### config.mk
export PLATFORM = sky130hd
export DESIGN_NAME = cpu_v1_core
export DESIGN_NICKNAME = d
export VERILOG_FILES = /design/src/rtl/cpu_v1_pkg.sv /design/src/rtl/cpu_v1_alu.sv /design/src/rtl/cpu_v1_core.sv
export SDC_FILE = /design/constraint.sdc
export NUM_CORES = 1
export LEC_CHECK = 0
export CAP_MARGIN = 20
export CORE_MARGIN = 3
export CORE_UTILIZATION = 30
export DETAILED_ROUTE_END_ITERATION = 10
export DONT_BUFFER_PORTS = 1
export GPL_TIMING_DRIVEN = 1
export HOLD_SLACK_MARGIN = 0.02
export PLACE_DENSITY = 0.55
export RECOVER_POWER = 50
export SLEW_MARGIN = 20
export SYNTH_ARGS = -nofsm -noshare
export SYNTH_HDL_FRONTEND = slang
export SYNTH_SLANG_ARGS = --single-unit
### constraint.sdc
create_clock -name clk -period 12 [get_ports clk]
set_clock_uncertainty 0.15 [all_clocks]
set_input_delay 1.2 -clock clk [delete_from_list [all_inputs] [get_ports clk]]
set_output_delay 1.2 -clock clk [all_outputs]
set_load 0.05 [all_outputs]
### src/rtl/cpu_v1_pkg.sv
// Shared definitions for the cpu_v1 single-cycle core: sizes, opcodes,
// ALU function select and the decode-control record.
package cpu_v1_pkg;

    localparam int DATA_W    = 8;
    localparam int NUM_REGS  = 16;
    localparam int REG_AW    = $clog2(NUM_REGS);
    localparam int NUM_FLAGS = 3;
    localparam int FLAG_Z    = 0;
    localparam int FLAG_C    = 1;
    localparam int FLAG_N    = 2;

    localparam logic [3:0] OP_ADD = 4'h0;
    localparam logic [3:0] OP_SUB = 4'h1;
    localparam logic [3:0] OP_AND = 4'h2;
    localparam logic [3:0] OP_OR  = 4'h3;
    localparam logic [3:0] OP_XOR = 4'h4;
    localparam logic [3:0] OP_NOT = 4'h5;
    localparam logic [3:0] OP_SHL = 4'h6;
    localparam logic [3:0] OP_SHR = 4'h7;
    localparam logic [3:0] OP_MOV = 4'h8;
    localparam logic [3:0] OP_LDI = 4'hF;

    typedef enum logic [2:0] {
        ALU_ADD, ALU_AND, ALU_OR, ALU_XOR, ALU_NOT, ALU_SHL, ALU_SHR, ALU_PASS
    } alu_func_e;

    typedef struct packed {
        logic      inv_b;
        logic      carry_in;
        alu_func_e func;
    } alu_ctrl_t;

    typedef struct packed {
        logic      write_en;
        logic      ldi_sel;
        logic      flag_en;
        alu_ctrl_t alu;
    } decode_t;

    localparam decode_t DEC_NOP = '{
        write_en: 1'b0, ldi_sel: 1'b0, flag_en: 1'b0,
        alu: '{inv_b: 1'b0, carry_in: 1'b0, func: ALU_PASS}
    };

    // Every ALU opcode writes rd and updates the flags; only the ALU control differs.
    function automatic decode_t alu_dec(alu_func_e func, logic inv_b, logic carry_in);
        decode_t d;
        d              = DEC_NOP;
        d.write_en     = 1'b1;
        d.flag_en      = 1'b1;
        d.alu.func     = func;
        d.alu.inv_b    = inv_b;
        d.alu.carry_in = carry_in;
        return d;
    endfunction

endpackage

### src/rtl/cpu_v1_alu.sv
// Combinational 8-bit ALU; SUB is ADD with inverted b and carry-in set,
// so carry-out means "no borrow".
module cpu_v1_alu
    import cpu_v1_pkg::*;
(
    input  logic [DATA_W-1:0] a,
    input  logic [DATA_W-1:0] b,
    input  alu_ctrl_t         ctrl,
    output logic [DATA_W-1:0] result,
    output logic              z,
    output logic              c,
    output logic              n
);

    logic [DATA_W-1:0] b_eff;
    logic [DATA_W:0]   sum;

    always_comb begin
        // NOTE: every output of a combinational block gets a default first, so no path leaves it unassigned and no latch is inferred.
        result = '0;
        c      = 1'b0;
        b_eff  = ctrl.inv_b ? ~b : b;
        sum    = {1'b0, a} + {1'b0, b_eff} + {{DATA_W{1'b0}}, ctrl.carry_in};
        case (ctrl.func)
            ALU_ADD:  begin result = sum[DATA_W-1:0]; c = sum[DATA_W]; end
            ALU_AND:  result = a & b;
            ALU_OR:   result = a | b;
            ALU_XOR:  result = a ^ b;
            ALU_NOT:  result = ~a;
            ALU_SHL:  begin result = {a[DATA_W-2:0], 1'b0}; c = a[DATA_W-1]; end
            ALU_SHR:  begin result = {1'b0, a[DATA_W-1:1]}; c = a[0]; end
            ALU_PASS: result = a;
        endcase
    end

    assign z = (result == '0);
    assign n = result[DATA_W-1];

endmodule

### src/rtl/cpu_v1_core.sv
// Single-cycle core: inline decode table, 16x8 register file with hardwired
// x0, ALU and registered Z/C/N flags. One instruction retires per clock.
module cpu_v1_core
    import cpu_v1_pkg::*;
(
    input  logic              clk,
    input  logic              rst,
    input  logic [15:0]       inst,
    input  logic [REG_AW-1:0] dbg_addr,
    output logic [DATA_W-1:0] dbg_data,
    output logic              flag_z,
    output logic              flag_c,
    output logic              flag_n
);

    logic [3:0]          op;
    logic [REG_AW-1:0]   rd, rs1, rs2;
    logic [DATA_W-1:0]   imm;
    logic [DATA_W-1:0]   regs [NUM_REGS];
    logic [NUM_FLAGS-1:0] flags;
    logic [DATA_W-1:0]   rs1_val, rs2_val, alu_result, wdata;
    logic                alu_z, alu_c, alu_n;
    decode_t             dec;

    assign op  = inst[15:12];
    assign rd  = inst[11:8];
    assign rs1 = inst[7:4];
    assign rs2 = inst[3:0];
    assign imm = inst[7:0];

    // x0 is forced to zero on every read port, independent of storage.
    assign rs1_val  = (rs1 == '0)      ? '0 : regs[rs1];
    assign rs2_val  = (rs2 == '0)      ? '0 : regs[rs2];
    assign dbg_data = (dbg_addr == '0) ? '0 : regs[dbg_addr];

    always_comb begin
        dec = DEC_NOP;
        case (op)
            OP_ADD:  dec = alu_dec(ALU_ADD,  1'b0, 1'b0);
            OP_SUB:  dec = alu_dec(ALU_ADD,  1'b1, 1'b1);
            OP_AND:  dec = alu_dec(ALU_AND,  1'b0, 1'b0);
            OP_OR:   dec = alu_dec(ALU_OR,   1'b0, 1'b0);
            OP_XOR:  dec = alu_dec(ALU_XOR,  1'b0, 1'b0);
            OP_NOT:  dec = alu_dec(ALU_NOT,  1'b0, 1'b0);
            OP_SHL:  dec = alu_dec(ALU_SHL,  1'b0, 1'b0);
            OP_SHR:  dec = alu_dec(ALU_SHR,  1'b0, 1'b0);
            OP_MOV:  dec = alu_dec(ALU_PASS, 1'b0, 1'b0);
            OP_LDI:  begin
                dec.write_en = 1'b1;
                dec.ldi_sel  = 1'b1;
            end
            default: dec = DEC_NOP;
        endcase
    end

    cpu_v1_alu u_alu (
        .a      (rs1_val),
        .b      (rs2_val),
        .ctrl   (dec.alu),
        .result (alu_result),
        .z      (alu_z),
        .c      (alu_c),
        .n      (alu_n)
    );

    assign wdata = dec.ldi_sel ? imm : alu_result;

    always_ff @(posedge clk or posedge rst) begin
        if (rst) begin
            // NOTE: the register file is plain flops, so it may be cleared in reset; an SRAM macro could not be.
            for (int i = 0; i < NUM_REGS; i++) regs[i] <= '0;
            flags <= '0;
        end else begin
            // NOTE: non-blocking updates keep same-cycle reads of rd at the pre-edge value.
            if (dec.write_en && rd != '0) regs[rd] <= wdata;
            if (dec.flag_en) begin
                flags[FLAG_Z] <= alu_z;
                flags[FLAG_C] <= alu_c;
                flags[FLAG_N] <= alu_n;
            end
        end
    end

    assign flag_z = flags[FLAG_Z];
    assign flag_c = flags[FLAG_C];
    assign flag_n = flags[FLAG_N];

endmodule

==> results.py <==
metrics = {
    "worst_setup_path": {
        "worstSetupPathType": "input pin to asynchronous set/reset pin",
        "cp_data_required_time_ns": 11.53,
        "path_buf_inv": 2,
        "worst_path_max_delay_cell": "clkbuf_1",
        "critical_path_cell_list": "clkinvlp_2, clkbuf_1",
        "worst-path-max-fanout": 67,
        "crit_path_start_kind": "input pin",
        "critPathCaptureType": "asynchronous set/reset pin",
        "crit_arrival_ns": 5.63,
        "critPathMaxStageDelay_ns": 2.72,
        "critPathTopFamily": "buffers and inverters",
    },
    "synthesis": {
        "yosys_most_used_dff": "dfrtp_1",
        "netlist_area_sq_um": 9270,
        "dominant_combinational_cell_family_by_area_after_synthesis": "multiplexers",
        "synth-compound-area-share_pct": 13.1,
        "postSynthNetCount": 903,
        "syn-instance-count": 857,
        "yosys.area_share.simple_pct": 11.3,
        "ys_warn_count": 0,
        "synth_fa_ha_area_share_pct": 3.32,
        "post_synth_mux_area_share_pct": 30.7,
        "synth_xor_xnor_area_share_pct": 0.851,
        "ys_seq_elements": 131,
        "syn-mean-instance-area_sq_um": 10.8,
        "synth_cell_type_count": 69,
        "yosysSeqAreaShare_pct": 35.4,
        "asyncSetResetFlopFracSynth_pct": 100,
        "edff_count_synth": 0,
    },
    "floorplanning": {
        "num_rows": 63,
        "die_height_um": 182,
        "placeable_area_sq_um": 30000,
        "dieWidth_um": 182,
        "ios": 33,
        "floorplan.die_area_sq_um": 33000,
        "starting_density_of_the_core_pct": 30.9,
    },
    "detailed_routing": {
        "routed_wl_um": 28800,
        "route.detailed.wl_per_inst_um": 23.8,
        "route.antenna.remaining_nets": 0,
        "drt-vias-per-instance": 5.81,
        "route.vias.total": 7018,
        "count_of_tritonroute_iterations_in_the_first_routing_pass": 5,
        "number_of_violations_reported_at_the_end_of_detailed_routing_iteration_0": 738,
        "drc": 0,
    },
    "status": {
        "run_status": "finished with violations",
        "violations": "max-capacitance violations, max-slew violations",
    },
    "cts": {
        "cts-root-buf": "clkbuf_16",
        "cts_hold_repair.buffers": 0,
        "clock_sink_count": 131,
        "cts.path.max_buffers": 2,
        "post-cts-setup-buffers": 0,
        "cts-resized-gates": 0,
        "tritoncts.num_buffers": 17,
        "worst_skew_pair.late_latency_ns": 0.43,
        "h_tree_depth": 4,
        "path_clk_slew_ns": 0.05,
        "cts_tree": "done",
    },
    "place": {
        "detailedPlacementHpwl_um": 19100,
        "place_area_sq_um": 9480,
        "io_buffer_count": 0,
        "gpl.final_weighted_congestion": 0.874,
    },
    "pwr": {
        "vdd.ir_drop.worst_mv": 0.101,
        "total_leakage_power_nw": 4.13,
        "pwr_density_cell_nw_per_um2": 186,
    },
    "sta": {
        "setup_viol": 0,
        "worstMarginPinSlew_ns": 3.72,
        "slew_violations": 134,
        "max_freq_mhz": 164,
        "unrepaired_setup_endpoints_after_global_routing": "false",
        "tns_ns": 0,
        "finalHoldViolations": 0,
        "fin_worst_hold_slack_ns": 0.268,
        "timing.final.crit_period_ns": 6.11,
        "min_period_over_period_pct": 50.9,
        "slew-limit-headroom_pct": -148,
    },
    "global_route": {
        "grt_pass1_wl_um": 44800,
        "antenna_found_initial": 0,
        "residual_overflow_from_global_routing": 0,
        "track_usage_pct": 17.6,
        "grt_max_degree": 68,
        "grt_pass1_vias": 7017,
    },
    "finish": {
        "area_delta_synth_final_pct": 8.35,
        "number_of_diodes": 0,
        "nNetsFinal": 852,
        "final_design_area_excluding_fillers_sq_um": 10000,
        "commonest_non_fill_non_tap_cells_in_the_layout": "dfrtp_1 (131), nand2_1 (115), mux4_2 (96), o21ai_0 (96), nor2_1 (40)",
        "layout-drive-gt1-share_pct": 20.8,
        "most_frequent_standard_cell_in_the_layout_excluding_fill_and_tap_cells": "dfrtp_1",
        "postLayoutCoreUtil_pct": 33.4,
    },
    "worst_hold_path": {
        "timing.hold.worst.class": "flop to flop",
    },
    "flow_run": {
        "timing.max_cap.violations": 2,
    },
}
[metal layers]
layer | vias to the layer above | track usage, % | part of all wire (%)
li1 | 3105 | - | -
met1 | 3640 | 23.8 | 44
met2 | 241 | 29.3 | 49
met3 | 32 | 3.13 | 5.5
met4 | 0 | 5.09 | 1.7
met5 | - | 0 | 0
[cell usage after synthesis, types with 11 or more instances]
master      n  area share [%]
mux4_2     96              23
o21ai_0    96             5.2
nor2b_1    24             1.6
nor2_1     41             1.7
nand2_1   115             4.7
mux2_2     20             2.4
ha_1       23             3.1
nand3_1    11            0.59
inv_1      32             1.3
dfrtp_1   131              35
a21oi_1    36             1.9
mux2i_1    33             3.6
clkbuf_1   48             1.9
[cells by family (layout without fill, tap and decap cells)]
family                   count (synthesis)  after routing
flip-flops                             131            131
XOR/XNOR                                 9              9
AND/OR/NAND/NOR                        231            231
multiplexers                           154            154
adder cells (fa/ha/maj)                 24             24
buffers and inverters                  112             73
AO/OA/AOI/OAI                          196            196
[sequential cells by signal (all words and copies together) (netlist names)]
| name | count |
|---|---|
| flags | 3 |
| regs | 128 |
[metrics by stage]
stage	power, mW	instances	setup slack, ns
after detailed placement	1.36	1177	6.40
after CTS	1.86	1208	6.83
after global routing	1.97	1208	4.76
after global placement	1.35	1176	6.51
after floorplan	1.21	857	6.50
final	1.87	1208	5.89
[area by class of cell]
class,count,area (sq um)
fillers,2968,20000
multi-input cells,614,5540
flip-flops and latches,131,3280
well taps,390,488
clock buffers,21,470
inverters,36,139
clock inverters,10,83.8
repair buffers,6,38.8
[path summary, 6_finish.rpt]
kind	slack, ns	end	depth (start not counted)	start
hold reg to reg	0.27	regs[122]$_DFFE_PP0P_	0	regs[122]$_DFFE_PP0P_
max in group clk	6.95	regs[23]$_DFFE_PP0P_	13	inst[14]
setup / recovery	5.89	regs[67]$_DFFE_PP0P_	2	rst
setup reg to reg	7.54	regs[102]$_DFFE_PP0P_	14	regs[16]$_DFFE_PP0P_
hold / removal	0.27	regs[122]$_DFFE_PP0P_	0	regs[122]$_DFFE_PP0P_
min in group asynchronous	1.36	regs[29]$_DFFE_PP0P_	1	rst
[power breakdown]
group          internal, mW  total (mW)  leakage (nW)  switching, mW
Combinational         0.327       0.657          2.17          0.331
Sequential            0.571       0.714          1.69          0.142
Clock                 0.298       0.495         0.274          0.197
No activity file was read; power rests on OpenSTA's default activity.
